## src/rtl/ram_arbiter.sv

```systemverilog
// ram_arbiter: arbitrates one RAM port between instruction fetch and data access; define RAM_ARB_TIMEOUT_EN to enable the access timeout
module ram_arbiter #(
  parameter int WORD_W      = 32,
  parameter int MAX_DSTREAK = 4,
  parameter int TIMEOUT     = 64
) (
  input  logic              CLK,
  input  logic              RST,
  input  logic              iREN,
  input  logic [WORD_W-1:0] iaddr,
  output logic              iwait,
  output logic [WORD_W-1:0] iload,
  input  logic              dREN,
  input  logic              dWEN,
  input  logic [WORD_W-1:0] daddr,
  input  logic [WORD_W-1:0] dstore,
  output logic              dwait,
  output logic [WORD_W-1:0] dload,
  output logic              ramREN,
  output logic              ramWEN,
  output logic [WORD_W-1:0] ramaddr,
  output logic [WORD_W-1:0] ramstore,
  input  logic [1:0]        ramstate,
  input  logic [WORD_W-1:0] ramload,
  output logic              ram_err
);
  typedef enum logic [1:0] {IDLE, ISERVE, DSERVE} state_t;
  localparam logic [1:0] RAM_ACCESS = 2'd2;
  localparam logic [1:0] RAM_ERROR  = 2'd3;
  localparam int SW = $clog2(MAX_DSTREAK + 1);
  localparam logic [SW-1:0] SMAX = SW'(MAX_DSTREAK);
  state_t state_q, state_d;
  logic ren_q, ren_d, wen_q, wen_d;
  logic [WORD_W-1:0] addr_q, addr_d, store_q, store_d;
  logic [SW-1:0] streak_q, streak_d;
  logic serve, rsp, tmo_hit, done, dreq, dgrant;
  assign serve  = state_q != IDLE;
  assign rsp    = serve && (ramstate == RAM_ACCESS || ramstate == RAM_ERROR);
  assign done   = rsp || tmo_hit;
  assign dreq   = dREN || dWEN;
  assign dgrant = dreq && !(iREN && streak_q == SMAX);
  assign iwait  = iREN && !(state_q == ISERVE && done);
  assign dwait  = dreq && !(state_q == DSERVE && done);
  assign iload  = (state_q == ISERVE && rsp) ? ramload : '0;
  assign dload  = (state_q == DSERVE && rsp) ? ramload : '0;
  assign ram_err  = serve && (ramstate == RAM_ERROR || tmo_hit);
  assign ramREN   = ren_q;
  assign ramWEN   = wen_q;
  assign ramaddr  = addr_q;
  assign ramstore = store_q;
`ifdef RAM_ARB_TIMEOUT_EN
  localparam int TW = $clog2(TIMEOUT + 1);
  logic [TW-1:0] tmo_q, tmo_d;
  assign tmo_hit = serve && !rsp && tmo_q == TW'(TIMEOUT);
  assign tmo_d   = (!serve || done) ? '0 : tmo_q + 1'b1;
  always_ff @(posedge CLK or posedge RST) begin
    if (RST) tmo_q <= '0;
    else tmo_q <= tmo_d;
  end
`else
  logic unused_tmo;
  assign unused_tmo = |TIMEOUT;
  assign tmo_hit    = 1'b0;
`endif
  always_comb begin
    state_d  = state_q;
    ren_d    = ren_q;
    wen_d    = wen_q;
    addr_d   = addr_q;
    store_d  = store_q;
    streak_d = streak_q;
    if (!serve) begin
      // a data grant with iREN set implies streak_q < SMAX, so the increment saturates by construction
      if (dgrant) begin
        state_d  = DSERVE;
        ren_d    = !dWEN;
        wen_d    = dWEN;
        addr_d   = daddr;
        store_d  = dstore;
        streak_d = iREN ? streak_q + 1'b1 : '0;
      end else if (iREN) begin
        state_d  = ISERVE;
        ren_d    = 1'b1;
        wen_d    = 1'b0;
        addr_d   = iaddr;
        streak_d = '0;
      end
    end else if (done) begin
      state_d = IDLE;
      ren_d   = 1'b0;
      wen_d   = 1'b0;
    end
  end
  always_ff @(posedge CLK or posedge RST) begin
    if (RST) begin
      state_q  <= IDLE;
      ren_q    <= 1'b0;
      wen_q    <= 1'b0;
      addr_q   <= '0;
      store_q  <= '0;
      streak_q <= '0;
    end else begin
      state_q  <= state_d;
      ren_q    <= ren_d;
      wen_q    <= wen_d;
      addr_q   <= addr_d;
      store_q  <= store_d;
      streak_q <= streak_d;
    end
  end
endmodule

```

## config.mk

```make
export PLATFORM = sky130hd
export DESIGN_NAME = ram_arbiter
export DESIGN_NICKNAME = d
export VERILOG_FILES = /design/src/rtl/ram_arbiter.sv
export SDC_FILE = /design/constraint.sdc
export NUM_CORES = 1
export LEC_CHECK = 0
export ABC_AREA = 0
export CORE_AREA = 2 2 103 105
export CTS_BUF_LIST = sky130_fd_sc_hd__clkbuf_4
export CTS_CLUSTER_DIAMETER = 40
export DETAILED_ROUTE_END_ITERATION = 8
export DIE_AREA = 0 0 105 107
export PLACE_DENSITY_LB_ADDON = 0.15
export SYNTH_ARGS = -nofsm -noshare
export SYNTH_HDL_FRONTEND = slang
export SYNTH_SLANG_ARGS = --single-unit
```

## constraint.sdc

```tcl
create_clock -name CLK -period 3.5 [get_ports CLK]
set_clock_uncertainty 0.15 [all_clocks]
set_input_delay 0.7 -clock CLK [delete_from_list [all_inputs] [get_ports CLK]]
set_output_delay 0.7 -clock CLK [all_outputs]
set_load 0.03 [all_outputs]
```

* Word level (Yosys, flattened, before mapping) *
Index checks and enable logic that the tools add are counted.

cells by class
  multiply operators = 0
  add/subtract/negate cells = 1
  div/mod/pow operators = 0
  bitwise operators = 1
  equal/unequal tests = 6
  magnitude comparators = 0
  shift-type cells = 0
  reductions and logical operators = 20
  muxes and demuxes = 18

operators with widths
  kind                                                    number
  two-way mux 32 bit                                      4
  two-way mux 3 bit                                       3
  logical AND 1 bit                                       8
  two-way mux 2 bit                                       4
  two-way mux 1 bit                                       7
  equality test 2 bit (second input constant)             3
  AND reduction 2 bit                                     3
  logical NOT 1 bit                                       4
  nonzero test 2 bit                                      2
  adder 3 x 1 -> 3 bit (second input constant)            1
  equality test 3 bit (second input constant)             1
  nonzero test 3 bit                                      1
  equality test 2 x 1 -> 1 bit (second input constant)    1
  logical OR 1 bit                                        2
  inequality test 2 x 1 -> 1 bit (second input constant)  1
  NOT 1 bit                                               1

word-level totals
  input bits = 135
  bits in writable memories = 0
  register bits after elaboration = 71
  latch bits = 0
  logic and storage cells = 52
  memory bits (read-only) = 0
  memories kept = 0

* Depth between registers and ports, before layout *
Gate-level depths: netlist of run 1.

  depth in word-level cells = 6
  gate-level depth with buffers = 7
  depth with buffers taken out = 5

* Worst setup path before layout of run 1 *
OpenSTA, ideal clock, no wires.

  path type = input-to-output
  start point = input port ramstate[1]
  end point = output port iload[10]
  path slack = 0.982 ns
  cell stages on the path = 4
  data arrival time = 1.668 ns
  cells stage by stage = inv_1 nor3b_1 clkbuf_1 and2_1

between the ends
  longest elaborated chain between the ends = 5

RTL lines
  item                    RTL line  RTL
  start, declared         23        input logic [1:0] ramstate,
  equality test 2 bit     38        assign rsp = serve && (ramstate == RAM_ACCESS || ramstate == RAM_ERROR);
  logical OR 1 bit (*)    38
  logical AND 1 bit (*)   38
  logical AND 1 bit (*)   44        assign iload = (state_q == ISERVE && rsp) ? ramload : '0;
  two-way mux 32 bit (*)  44
  end, declared           12        output logic [WORD_W-1:0] iload,

Mark *: on every way between the ends. The rest lies on a longest branch, timed or not.

* Worst setup path after layout of run 1 *
  start point = input port ramstate[1]
  end point = output port iload[9]

The elaborated chain is that of the path after synthesis.

==> results of run 1 <==
-- registers in the layout, summed over array words and instances (netlist names) --
| register | cells |
|---|---|
| ramWEN | 1 |
| state_q | 2 |
| ramstore | 32 |
| ramREN | 1 |
| ramaddr | 32 |
| streak_q | 3 |
-- cell type report --
| cell class | count | share of cell area, % |
|---|---|---|
| inverters | 79 | 4.56 |
| flip-flops and latches | 71 | 27.3 |
| well taps | 136 | 2.62 |
| repair buffers | 277 | 41.9 |
| multi-input cells | 168 | 21.1 |
| clock inverters | 6 | 1.44 |
| clock buffers | 9 | 1.04 |
-- worst min-delay path by stage --
stage	slack (ns)	start	cells past startpoint	to
after floorplan	0.33	streak_q[0]$_DFFE_PP0P_	1	streak_q[0]$_DFFE_PP0P_
after global placement	0.34	ramstore[8]$_DFFE_PP0P_	1	ramstore[8]$_DFFE_PP0P_
after detailed placement	0.34	ramstore[1]$_DFFE_PP0P_	1	ramstore[1]$_DFFE_PP0P_
after CTS	0.37	ramstore[19]$_DFFE_PP0P_	1	ramstore[19]$_DFFE_PP0P_
after global routing	0.38	ramstore[28]$_DFFE_PP0P_	1	ramstore[28]$_DFFE_PP0P_
final	0.37	ramstore[8]$_DFFE_PP0P_	1	ramstore[8]$_DFFE_PP0P_
-- per-stage QoR --
| stage | cell area (sq um) | worst slack (ns) | utilization [%] |
|---|---|---|---|
| 2_1_floorplan | 3560 | 0.853 | - |
| 5_1_grt | 6500 | 0.0000655 | 64.4 |
| 4_1_cts | 6480 | 0.0807 | 64.2 |
| 6_report | 6500 | 0.100 | 64.4 |
| 3_5_place_dp | 6320 | 0.0847 | 62.6 |
| 3_3_place_gp | 6320 | 0.139 | 62.6 |
-- synth_stat cells, types with 2 or more instances --
master,number,area [sq um]
buf_2,8,40.0
clkbuf_1,9,33.8
o21a_1,7,52.6
and2_1,64,400
nor2_1,5,18.8
dfrtp_1,71,1780
buf_6,5,56.3
ha_1,2,25.0
inv_1,79,297
a221o_1,7,70.1
a21o_1,2,15.0
a32o_1,2,20.0
nand2_1,2,7.51
a222oi_1,25,250
nand3_1,2,10.0
o21ai_0,3,15.0
mux2_2,32,360
nor2b_1,2,12.5
-- where the power goes --
| part | total [mW] | leakage [nW] | switching [mW] | internal, mW |
|---|---|---|---|---|
| Combinational | 3.19 | 2.26 | 1.75 | 1.44 |
| Clock | 0.605 | 0.0826 | 0.315 | 0.291 |
| Sequential | 1.44 | 0.827 | 0.211 | 1.23 |
| Total | 5.24 | 3.17 | 2.28 | 2.96 |
-- cell families (layout without fill, tap and decap cells) --
group | Yosys count | in the layout | synth area share (%)
buffers and inverters | 101 | 371 | 12.0
and+or+nand+nor | 82 | 82 | 14.0
DFF | 71 | 71 | 49.9
adders and majority gates | 2 | 2 | 0.702
AOI/OAI and AO/OA | 52 | 52 | 13.4
muxes | 32 | 32 | 10.1
-- metal layers --
metal / global-route usage [%] / share of wire, %
met1: 22.7 / 36
met2: 39.1 / 54
met3: 7.29 / 9.3
met4: 5.81 / 1.3
met5: 0 / 0
-- worst max-delay path, stage by stage --
cell and delay [ns]:
clkdlybuf4s50_1 0.51, inv_1 0.10, nor3b_2 0.24, buf_12 0.20
and2_1 0.14, clkdlybuf4s50_1 0.66
-- timing repair --
item | in CTS | in global routing
gates resized for setup | 0 | 7
hold buffers | 0 | 0
endpoints found under the setup margin | 0 | 7
==> metrics.md, run 1 <==
| Metric | Value |
|---|---|
| Syn avg cell area | 10.5 sq um |
| Status | complete, no violations |
| Clock sinks | 71 |
| Setup TNS | 0 ns |
| Clock-pin slew on the worst setup and hold paths | 0.12 ns |
| Placer congestion estimate | 0.766 |
| 1st-iter DRT viols | 212 |
| Die Footprint | 11200 sq um |
| Largest net degree at the start of global routing | 44 |
| Crit end category | primary output |
| # nets final | 743 |
| Peak Freq | 294 MHz |
| Synthesis-to-layout area growth | 82.4% |
| Worst min-delay path category | register to register |
| # H-tree levels | 3 |
| Seq cells post-synth | 71 |
| Rel. slew slack | 58.2% |
| Initial antenna violation count | 0 |
| # diodes | 0 |
| Mapped Area | 3560 sq um |
| Post-synth EDFFs | 0 |
| Gr ovfl total | 0 |
| Count of final setup violators | 0 |
| Reg-to-reg endpoint | ramstore[6]$_DFFE_PP0P_ |
| Crit share post-route | 97.1% |
| Crit path to | iload[9] |
| Max Transition Viols Final | 0 |
| Static leakage | 3.17 nW |
| Cells after Synth | 340 |
| Sequential share of the synthesized area | 49.9% |
| CTS tree | yes |
| Final Non-Filler Cells | 746 |
| Drt first pass iters | 7 |
| Num CTS Buffers | 9 |
| Multi-input logic area | 1370 sq um |
| CP Launch Point | ramstate[1] |
| Core Rows | 37 |
| Layout cells sized above 1 | 19.0% |
| I/O pin count | 268 |
| # fillers | 841 |
| Most common cell after layout, fill and taps aside | clkdlybuf4s50_1 |
| Clock Latency Late Sink | 0.39 ns |
| Die X | 105 um |
| Vias/cell | 4.72 |
| Peak supply drop | 458 uV |
| Total core area | 10100 sq um |
| Placed cells | 731 |
| P per Cell Area | 806 nW/um^2 |
| PnR Total Power | 5.24 mW |
| GRT Resource Usage Total | 21.1% |
| CTS root buffer | clkbuf_4 |
| Mapped Nets | 477 |
| First-pass GRT wire length | 18600 um |
| Worst EP arrival | 2.55 ns |
| Register area | 1780 sq um |
| Via count | 3524 |
| Routed wire length | 11800 um |
| Die height | 107 um |
| Number of max-cap violations | 0 |
| Post-CTS setup repair buffer count | 0 |
| Synth cell types | 31 |
| Worst-Margin Slew | 0.626 ns |
| Starting Density | 35.3% |
| Asr flop ratio synth | 100% |
| DP HPWL | 9300 um |
| CP Launch Type | input port |
| CP Class | input port to primary output |
| Worst hold slack | 0.369 ns |
| Worst-case reg-to-reg path depth | 6 |
| PortBufs | 267 |
| RSZ-0062 raised after global routing | false |
| Vias in the first global route | 3570 |
| Ys Warns | 0 |
| Reg2reg start | streak_q[0]$_DFFE_PP0P_ |
| Worst-case clock buffer depth | 2 |
| WL/cell | 15.8 um |
| Most frequent cells in the layout | 208 x clkdlybuf4s50_1, 78 x inv_1, 71 x dfrtp_1 |
| Fin. Hold Viols | 0 |
| Tmin final | 3.40 ns |
| Synth Flop Type | dfrtp_1 |
| R2R setup slack | 1.37 ns |
| Critical Path RT | 2.65 ns |
| DRC | 0 |
| Worst-path maximum fanout | 33 |
| Final antenna-violating net count | 0 |
Note: power is estimated with default switching activity, not from simulation.
==> run 2: changes to the inputs <==
Settings changed: CORE_AREA 2 2 103 105 to default, CORE_MARGIN from default to 2, CORE_UTILIZATION from default to 32, DIE_AREA 0 0 105 107 to default, SKIP_LAST_GASP from default to 1, SLEW_MARGIN from default to 10.
Clock period 3.5 ns to 2.9 ns, I/O delays scaled along.
==> run 2 against run 1 <==
Sequential cell count stayed put. Register-to-register slack worse by 0.54 ns. Via count is 0.62% higher. Combinational power is 22% higher. Wire length is 6.6% higher. Cell count is 1.6% higher. Clock power is 4.8% lower. Utilization is 4.7 points lower. Final area is 0.48% lower. Critical path type unchanged.
==> metrics.md, run 2 (synthesis results as in run 1) <==
| Metric | Value |
|---|---|
| Reg2reg start | streak_q[0]$_DFFE_PP0P_ |
| Peak Freq | 353 MHz |
| Vias/cell | 4.68 (-0.97%) |
| # diodes | 0 (unchanged) |
| I/O pin count | 268 (unchanged) |
| GRT Resource Usage Total | 20.3% (-0.74 points) |
| PortBufs | 267 (unchanged) |
| Static leakage | 3.11 nW (-2.1%) |
| Place WS | 0.0404 ns (-0.0443 ns) |
| Die X | 110 um (+4.3%) |
| Starting Density | 32.9% (-2.4 points) |
| CTS tree | yes |
| Gr ovfl total | 0 (unchanged) |
| DP HPWL | 10000 um (+7.8%) |
| P per Cell Area | 961 nW/um^2 (+19%) |
| Final WS setup | 0.0670 ns (-0.0333 ns) |
| Post-CTS setup repair buffer count | 0 (unchanged) |
| Status | complete, no violations |
| Fin. Hold Viols | 0 (unchanged) |
| 1st-iter DRT viols | 218 (+2.8%) |
| Clock sinks | 71 (unchanged) |
| DRC | 0 (unchanged) |
| RSZ-0062 raised after global routing | false |
| Design Area, Final | 6470 sq um (-0.48%) |
| Largest net degree at the start of global routing | 33 (-25%) |
| Worst hold slack | 0.327 ns (-0.0420 ns) |
| Via count | 3546 (+0.62%) |
| Setup TNS | 0 ns (unchanged) |
| Worst min-delay path category | input port to asynchronous set/reset pin |
| Crit share post-route | 97.7% |
| Most common cell after layout, fill and taps aside | clkdlybuf4s50_1 |
| Num CTS Buffers | 9 (unchanged) |
| Worst-Margin Slew | 0.531 ns (-0.0947 ns) |
| Max Used Layer | met4 |
| Max Transition Viols Final | 0 (unchanged) |
| WL/cell | 16.6 um (+5.0%) |
| Met1 Wirelength | 4460 um (+5.7%) |
| Placed cell areas | 6340 sq um (+0.24%) |
| CTS root buffer | clkbuf_4 |
| Crit end category | primary output |
| # H-tree levels | 3 (unchanged) |
| Worst EP arrival | 2.10 ns (-0.45 ns) |
| CP Launch Point | ramstate[1] |
| Metal2 WL | 6630 um (+4.5%) |
| Routed wire length | 12600 um (+6.6%) |
| Number of max-cap violations | 0 (unchanged) |
| Worst stage delay on the critical path | 0.68 ns (+0.02 ns) |
| Placer congestion estimate | 0.772 (+0.81%) |
| Wire length on met3 | 1320 um (+21%) |
| CP Launch Type | input port |
| Initial antenna violation count | 0 (unchanged) |
| Drt first pass iters | 8 (+1) |
| CP cell instances | clkdlybuf4s50_1 > nand2_1 > nor2_1 > buf_4 > nor2_1 > clkdlybuf4s50_1 |
| Core Rows | 38 (+2.7%) |
| # nets final | 750 (+0.94%) |
| Worst path slowest cell | clkdlybuf4s50_1 |
| Most frequent cells in the layout | 201 x clkdlybuf4s50_1, 78 x inv_1, 74 x buf_4 |
| Synthesis-to-layout area growth | 81.5% |
| Die height | 110 um (+2.4%) |
| Clock Latency Late Sink | 0.39 ns (about the same) |
| Worst-path maximum fanout | 7 (-79%) |
| First-pass GRT wire length | 18600 um (-0.19%) |
| Worst-case clock buffer depth | 2 (unchanged) |
| CP Class | input port to primary output |
| Layout cells sized above 1 | 21.8% (+2.8 points) |
| Tmin final | 2.83 ns |
| Die Footprint | 12000 sq um (+6.8%) |
| Final antenna-violating net count | 0 (unchanged) |
| Vias in the first global route | 3489 (-2.3%) |
| Critical Path RT | 2.17 ns (-0.48 ns) |
| Rel. slew slack | 64.5% (+6.3 points) |
| Total core area | 10800 sq um (+7.4%) |
| Count of final setup violators | 0 (unchanged) |
| Clock-pin slew on the worst setup and hold paths | 0.13 ns (about the same) |
| Peak supply drop | 532 uV (+16%) |
[run 2: cell type report]
cell class,instances,area [sq um]
Tap cell,140,175
Fill cell,930,4370
Timing Repair Buffer,284,2720
Sequential cell,71,1780
Clock buffer,9,67.6
Clock inverter,7,56.3
Inverter,79,297
Multi-Input combinational cell,168,1370
[run 2: stage by stage]
step                      utilization [%]  power (mW)  cells
after floorplan                         -        4.02    340
after global placement               58.4        5.64    742
after detailed placement             58.4        5.70    742
after CTS                            59.6        6.30    758
after global routing                 59.7        6.58    758
final                                59.7        6.22    758
[run 2: path summary, 6_finish.rpt]
| check | end | slack, ns | cells past startpoint |
|---|---|---|---|
| worst min-delay path | ramstore[5]$_DFFE_PP0P_ | 0.33 | 2 |
| min in group CLK | ramstore[0]$_DFFE_PP0P_ | 0.37 | 1 |
| worst max register to register | ramaddr[22]$_DFFE_PP0P_ | 0.83 | 6 |
| max in group asynchronous | ramaddr[7]$_DFFE_PP0P_ | 1.69 | 3 |
| worst max-delay path | dwait | 0.07 | 6 |
| worst min register to register | ramstore[0]$_DFFE_PP0P_ | 0.37 | 1 |
[run 2: critical path, delay by kind of cell]
kind / cells / cell delay, ns
buf+inv: 3 / 1.29
simple gates: 3 / 0.23
[run 2: routing by layer]
metal  track usage [%]  vias up
li1                  -     1671
met1              21.7     1696
met4              4.88        0
met3              8.06       15
met2              37.4      164
met5                 0        -
[run 2: report_power, final]
| part | internal, mW | switching [mW] |
|---|---|---|
| Combinational | 1.77 | 2.13 |
| Clock | 0.186 | 0.390 |
| Sequential | 1.48 | 0.261 |
[run 2: timing repair]
| item | CTS | global route |
|---|---|---|
| hold buffers | 0 | 0 |
| setup endpoints to repair | 0 | 25 |
| resized for setup | 0 | 3 |
==> edit 1, RTL diff (config.mk and constraints of run 2) <==
Take the reset off `addr_q` and load it in a clocked block of its own.
--- a/src/rtl/ram_arbiter.sv
+++ b/src/rtl/ram_arbiter.sv
@@ -96,17 +96,19 @@
       state_q  <= IDLE;
       ren_q    <= 1'b0;
       wen_q    <= 1'b0;
-      addr_q   <= '0;
       store_q  <= '0;
       streak_q <= '0;
     end else begin
       state_q  <= state_d;
       ren_q    <= ren_d;
       wen_q    <= wen_d;
-      addr_q   <= addr_d;
       store_q  <= store_d;
       streak_q <= streak_d;
     end
   end
+
+  always_ff @(posedge CLK) begin
+    addr_q <= addr_d;
+  end
 endmodule
 
Function: changed (a bounded check fails within 4 cycles, from zero or initial values and one cycle with RST high).
==> edit 1 against run 2 <==
- die area decreased by 5.7%
- critical path depth decreased by 2
- power decreased by 13%
- clock power increased by 24%
- cell count decreased by 13%
- area after synthesis decreased by 5.9%
- non-clock buffer count decreased by 8
- routed wire length decreased by 21%
- setup slack improved by 46 ps
- final area decreased by 3.9%
- sequential cell count unchanged
- register-to-register slack got worse by 40 ps
==> edit 1: results (changes against run 2) <==
clk_transition_reported_paths_ps: 110  # -20 ps
crit_fanout: 5  # -2
gp_congestion: 0.734  # -4.9%
synthesis.area_per_instance_um2: 13.5  # +29%
dp_cells: 647  # -13%
drt-initial-drc-count: 82  # -62%
max-vdd-ir-drop_uv: 395  # -26%
slew_headroom: 0.680  # +0.0350
synth_common_cells: "and2_1, dfrtp_1, mux2_2"
grt_use_met1: 0.192  # -0.0254
drt_pre_antenna_iters: 4  # -4
synthDistinctLibCells: 29  # -6.5%
grt_use_met2: 0.289  # -0.0850
design.die.area_um2: 11300  # -5.7%
netlist_top_cells_area: "dfrtp_1, edfxtp_1, mux2_2, and2_1, mux2_1"
dp_hpwl_um: 7920  # -21%
run_status: "finished clean"
ys_seq_area_frac: 0.578  # +0.0792
postSynthNetCount: 385  # -19%
timing.hold.worst.class: "register to register"
worstPathArrival_ps: 2060  # -40 ps
ys_async_sr_fraction: 0.549  # -0.451
clk_latency_ps: 410  # +20 ps
number_of_fill_cells: 894  # -3.9%
track_usage: 0.175  # -0.0288
==> edit 1: changes by cell type in the layout (fill, tap and decap cells not counted), sizes merged, moves of 7 or more <==
cell | run 2 | this run
a221o | 7 | 0
a222oi | 25 | 0
buf | 81 | 73
dfrtp | 71 | 39
edfxtp | 0 | 32
inv | 82 | 8
mux2 | 32 | 64
o21a | 7 | 0
==> edit 1: layout make-up <==
class / count / share of cell area
Clock buffer: 10 / 0.0121
Inverter: 6 / 0.00362
Clock inverter: 6 / 0.0137
Timing Repair Buffer: 276 / 0.417
Multi-Input combinational cell: 158 / 0.214
Tap cell: 136 / 0.0274
Sequential cell: 71 / 0.312
==> edit 1: cell families (layout without fill, tap and decap cells) <==
kind of cell	Yosys count	in the layout	synth area share
compound gates	11	11	0.0231
fa+ha+maj	2	2	0.00746
buf+inv	19	298	0.0261
flops	71	71	0.578
mux	64	64	0.215
simple gates	81	81	0.150
==> edit 1: path summary, 6_finish.rpt <==
kind | from | endpoint | slack, ps | depth (start not counted)
max | ramstate[1] | dwait | 110 | 4
min | ramstore[6] | ramstore[6] | 340 | 1
max reg2reg | streak_q[0] | ramaddr[1] | 790 | 6
min reg2reg | ramstore[6] | ramstore[6] | 340 | 1
max in group asynchronous | RST | ramWEN | 1850 | 3
min in group asynchronous | RST | ramstore[18] | 410 | 3
==> edit 1: routing by layer <==
metal,up-vias,routed length [um]
met5,-,0
met4,0,157
met3,12,1150
met2,133,5020
met1,1363,3690
li1,1420,-
==> edit 1: stage by stage <==
step                      power, uW  utilization  setup slack [ps]  area, um^2  hold slack [ps]
after floorplan                3400            -               647        3350              341
after global placement         4700        0.592               137        6050              316
after detailed placement       4740        0.592               112        6050              326
after CTS                      5470        0.607              98.2        6210              354
after global routing           5680        0.607              36.4        6210              369
final                          5390        0.607               113        6210              343
==> edit 1: power by group <==
group,switching (uW),internal (uW),total [uW]
Clock,353,359,712
Sequential,176,1520,1700
Combinational,1670,1310,2980
==> edit 2, RTL diff (settings of run 2) <==
Without the edit above. Add a define of `RAM_ARB_TIMEOUT_EN`.
--- a/src/rtl/ram_arbiter.sv
+++ b/src/rtl/ram_arbiter.sv
@@ -1,4 +1,6 @@
 // ram_arbiter: arbitrates one RAM port between instruction fetch and data access; define RAM_ARB_TIMEOUT_EN to enable the access timeout
+`define RAM_ARB_TIMEOUT_EN
+
 module ram_arbiter #(
   parameter int WORD_W      = 32,
   parameter int MAX_DSTREAK = 4,
Behaviour: same outputs for any inputs over 4 cycles, from zero or initial values and one cycle with RST high; that may be too few to reach the edited logic, so the function may still have changed.
==> edit 2 against run 2 <==
- first-iteration DRC count decreased by 4.1%
- area after synthesis increased by 12%
- clock power increased by 39%
- power increased by 4.0%
- final area increased by 7.1%
- sequential cell count increased by 7
- die area increased by 12%
- routed wire length increased by 12%
- critical path type is now register to output pin
- setup slack improved by 110 ps
==> edit 2: results (changes against run 2) <==
run_status: "finished clean"
worst_pin_slew_ps: 551  # +20.0 ps
worst_r2r_startpoint: "streak_q[0]"
clk_transition_reported_paths_ps: 110  # -20 ps
highest-signal-layer: "met4"
n_multi_input_combinational_cell: 284  # +69%
numCtsBuffers: 9  # unchanged
crit_fanout: 4  # -3
timing.hold.worst.class: "register to register"
reg2reg_slack_ps: 970  # +140 ps
signal_buffers: 282  # -0.70%
via_per_inst: 4.96  # +6.1%
area.sequential_um2: 1950  # +9.9%
crit_end: "dwait"
buf_share: 0.390  # -0.0307
dpl_worst_slack_ps: 244  # +204 ps
nNonClkInverters: 9  # -89%
track_usage: 0.204  # +0.000824
vias_in_the_first_global_route: 4405  # +26%
postSynthNetCount: 545  # +14%
antenna_diodes: 1  # +1
power_leakage_uw: 0.00295  # -5.1%
layout-drive-gt1-share: 0.205  # -0.0134
clock_cell_share: 0.0251  # +0.00595
clock_tree.htree_level_count: 3  # unchanged
timing.critical_path.slowest_cell_delay_ps: 430  # -250 ps
grt_use_met1: 0.222  # +0.00539
drt_pre_antenna_iters: 4  # -4
wirelength_met1_um: 5490  # +23%
grt_first_pass_wirelength_um: 21300  # +15%
area_occupied_by_multi_input_gates_um2: 1850  # +35%
crit_path_top_delay_cell: "dfrtp_1"
met2_length_um: 7360  # +11%
path_delay_family: "compound AO/OA/AOI/OAI gates"
grt.met3_usage: 0.0507  # -0.0299
netlist_top_cells_area: "dfrtp_1, and2_1, mux2_2, a31oi_1, nand3_1"
worst_setup_path_startpoint: "tmo_q[0]"
grt_antenna_before_repair: 0  # unchanged
gp_congestion: 0.787  # +1.9%
layout_setup_ws_ps: 177  # +110 ps
numSequentialCells: 78  # +9.9%
synthDistinctLibCells: 34  # +9.7%
grt_max_degree: 50  # +52%
max-vdd-ir-drop_uv: 260  # -51%
dp_hpwl_um: 10500  # +5.0%
worstPathArrival_ps: 1990  # -110 ps
wl_per_cell_um: 16.8  # +1.4%
holdWs_ps: 351  # +24.3 ps
clk_latency_ps: 410  # +20 ps
grt_use_met2: 0.382  # +0.00812
cts-root-buf: "clkbuf_4"
n_clock_buffer: 10  # +1
ys_warn_count: 0  # unchanged
synth_common_cells: "dfrtp_1, and2_1, nand3_1"
drt-initial-drc-count: 209  # -4.1%
ys_seq_area_frac: 0.489  # -0.00941
rr_endpoint: "ramstore[15]"
number_of_fill_cells: 1104  # +19%
met3_wirelength_um: 1000  # -24%
num-nets-final: 803  # +7.1%
-- edit 2: changes by cell type after synthesis, moves of 3 or more --
cell	change
nand2_1	+5
o21ai_0	+32
clkbuf_1	+14
dfrtp_1	+7
or3_1	+3
inv_1	-70
nand3_1	+36
o21a_1	-7
a222oi_1	-25
o22ai_1	+3
a31oi_1	+33
a21oi_1	+36
buf_2	-3
a221o_1	-7
-- edit 2: kinds of logic (layout without fill, tap and decap cells) --
logic type	after synthesis	count (layout)	share of synthesized area
AO/OA/AOI/OAI	114	114	0.161
XOR/XNOR	3	3	0.00659
adder cells (fa/ha/maj)	4	4	0.0125
buffers and inverters	44	306	0.0524
flip-flops	78	78	0.489
multiplexers	32	32	0.0903
other	0	1	0
AND/OR/NAND/NOR	131	131	0.188
-- edit 2: worst min-delay path by stage --
stage	cells past startpoint	startpoint	endpoint
6_report	1	tmo_q[0]	tmo_q[0]
5_1_grt	2	RST	ramstore[23]
4_1_cts	2	RST	ramstore[23]
3_5_place_dp	1	ramstore[27]	ramstore[27]
3_3_place_gp	1	ramstore[27]	ramstore[27]
2_1_floorplan	1	tmo_q[0]	tmo_q[0]
-- edit 2: power breakdown --
| group | switching (uW) | internal (uW) | total [uW] |
|---|---|---|---|
| sequential | 273 | 1590 | 1860 |
| clock | 365 | 438 | 803 |
| combinational | 2130 | 1680 | 3810 |
| total | 2760 | 3700 | 6470 |
-- edit 2: repair_timing --
item                       4_1_cts  5_1_grt
gates resized for setup          1        0
setup buffers                    0        0
setup endpoints to repair        2        0
-- edit 2: stage by stage --
stage                     instances  area, um^2  power [uW]  utilization
after global placement          821        6750        5660        0.557
after detailed placement        821        6750        5730        0.557
after global routing            836        6930        6820        0.572
after CTS                       836        6930        6550        0.572
final                           837        6930        6470        0.572
after floorplan                 406        3990        4070            -
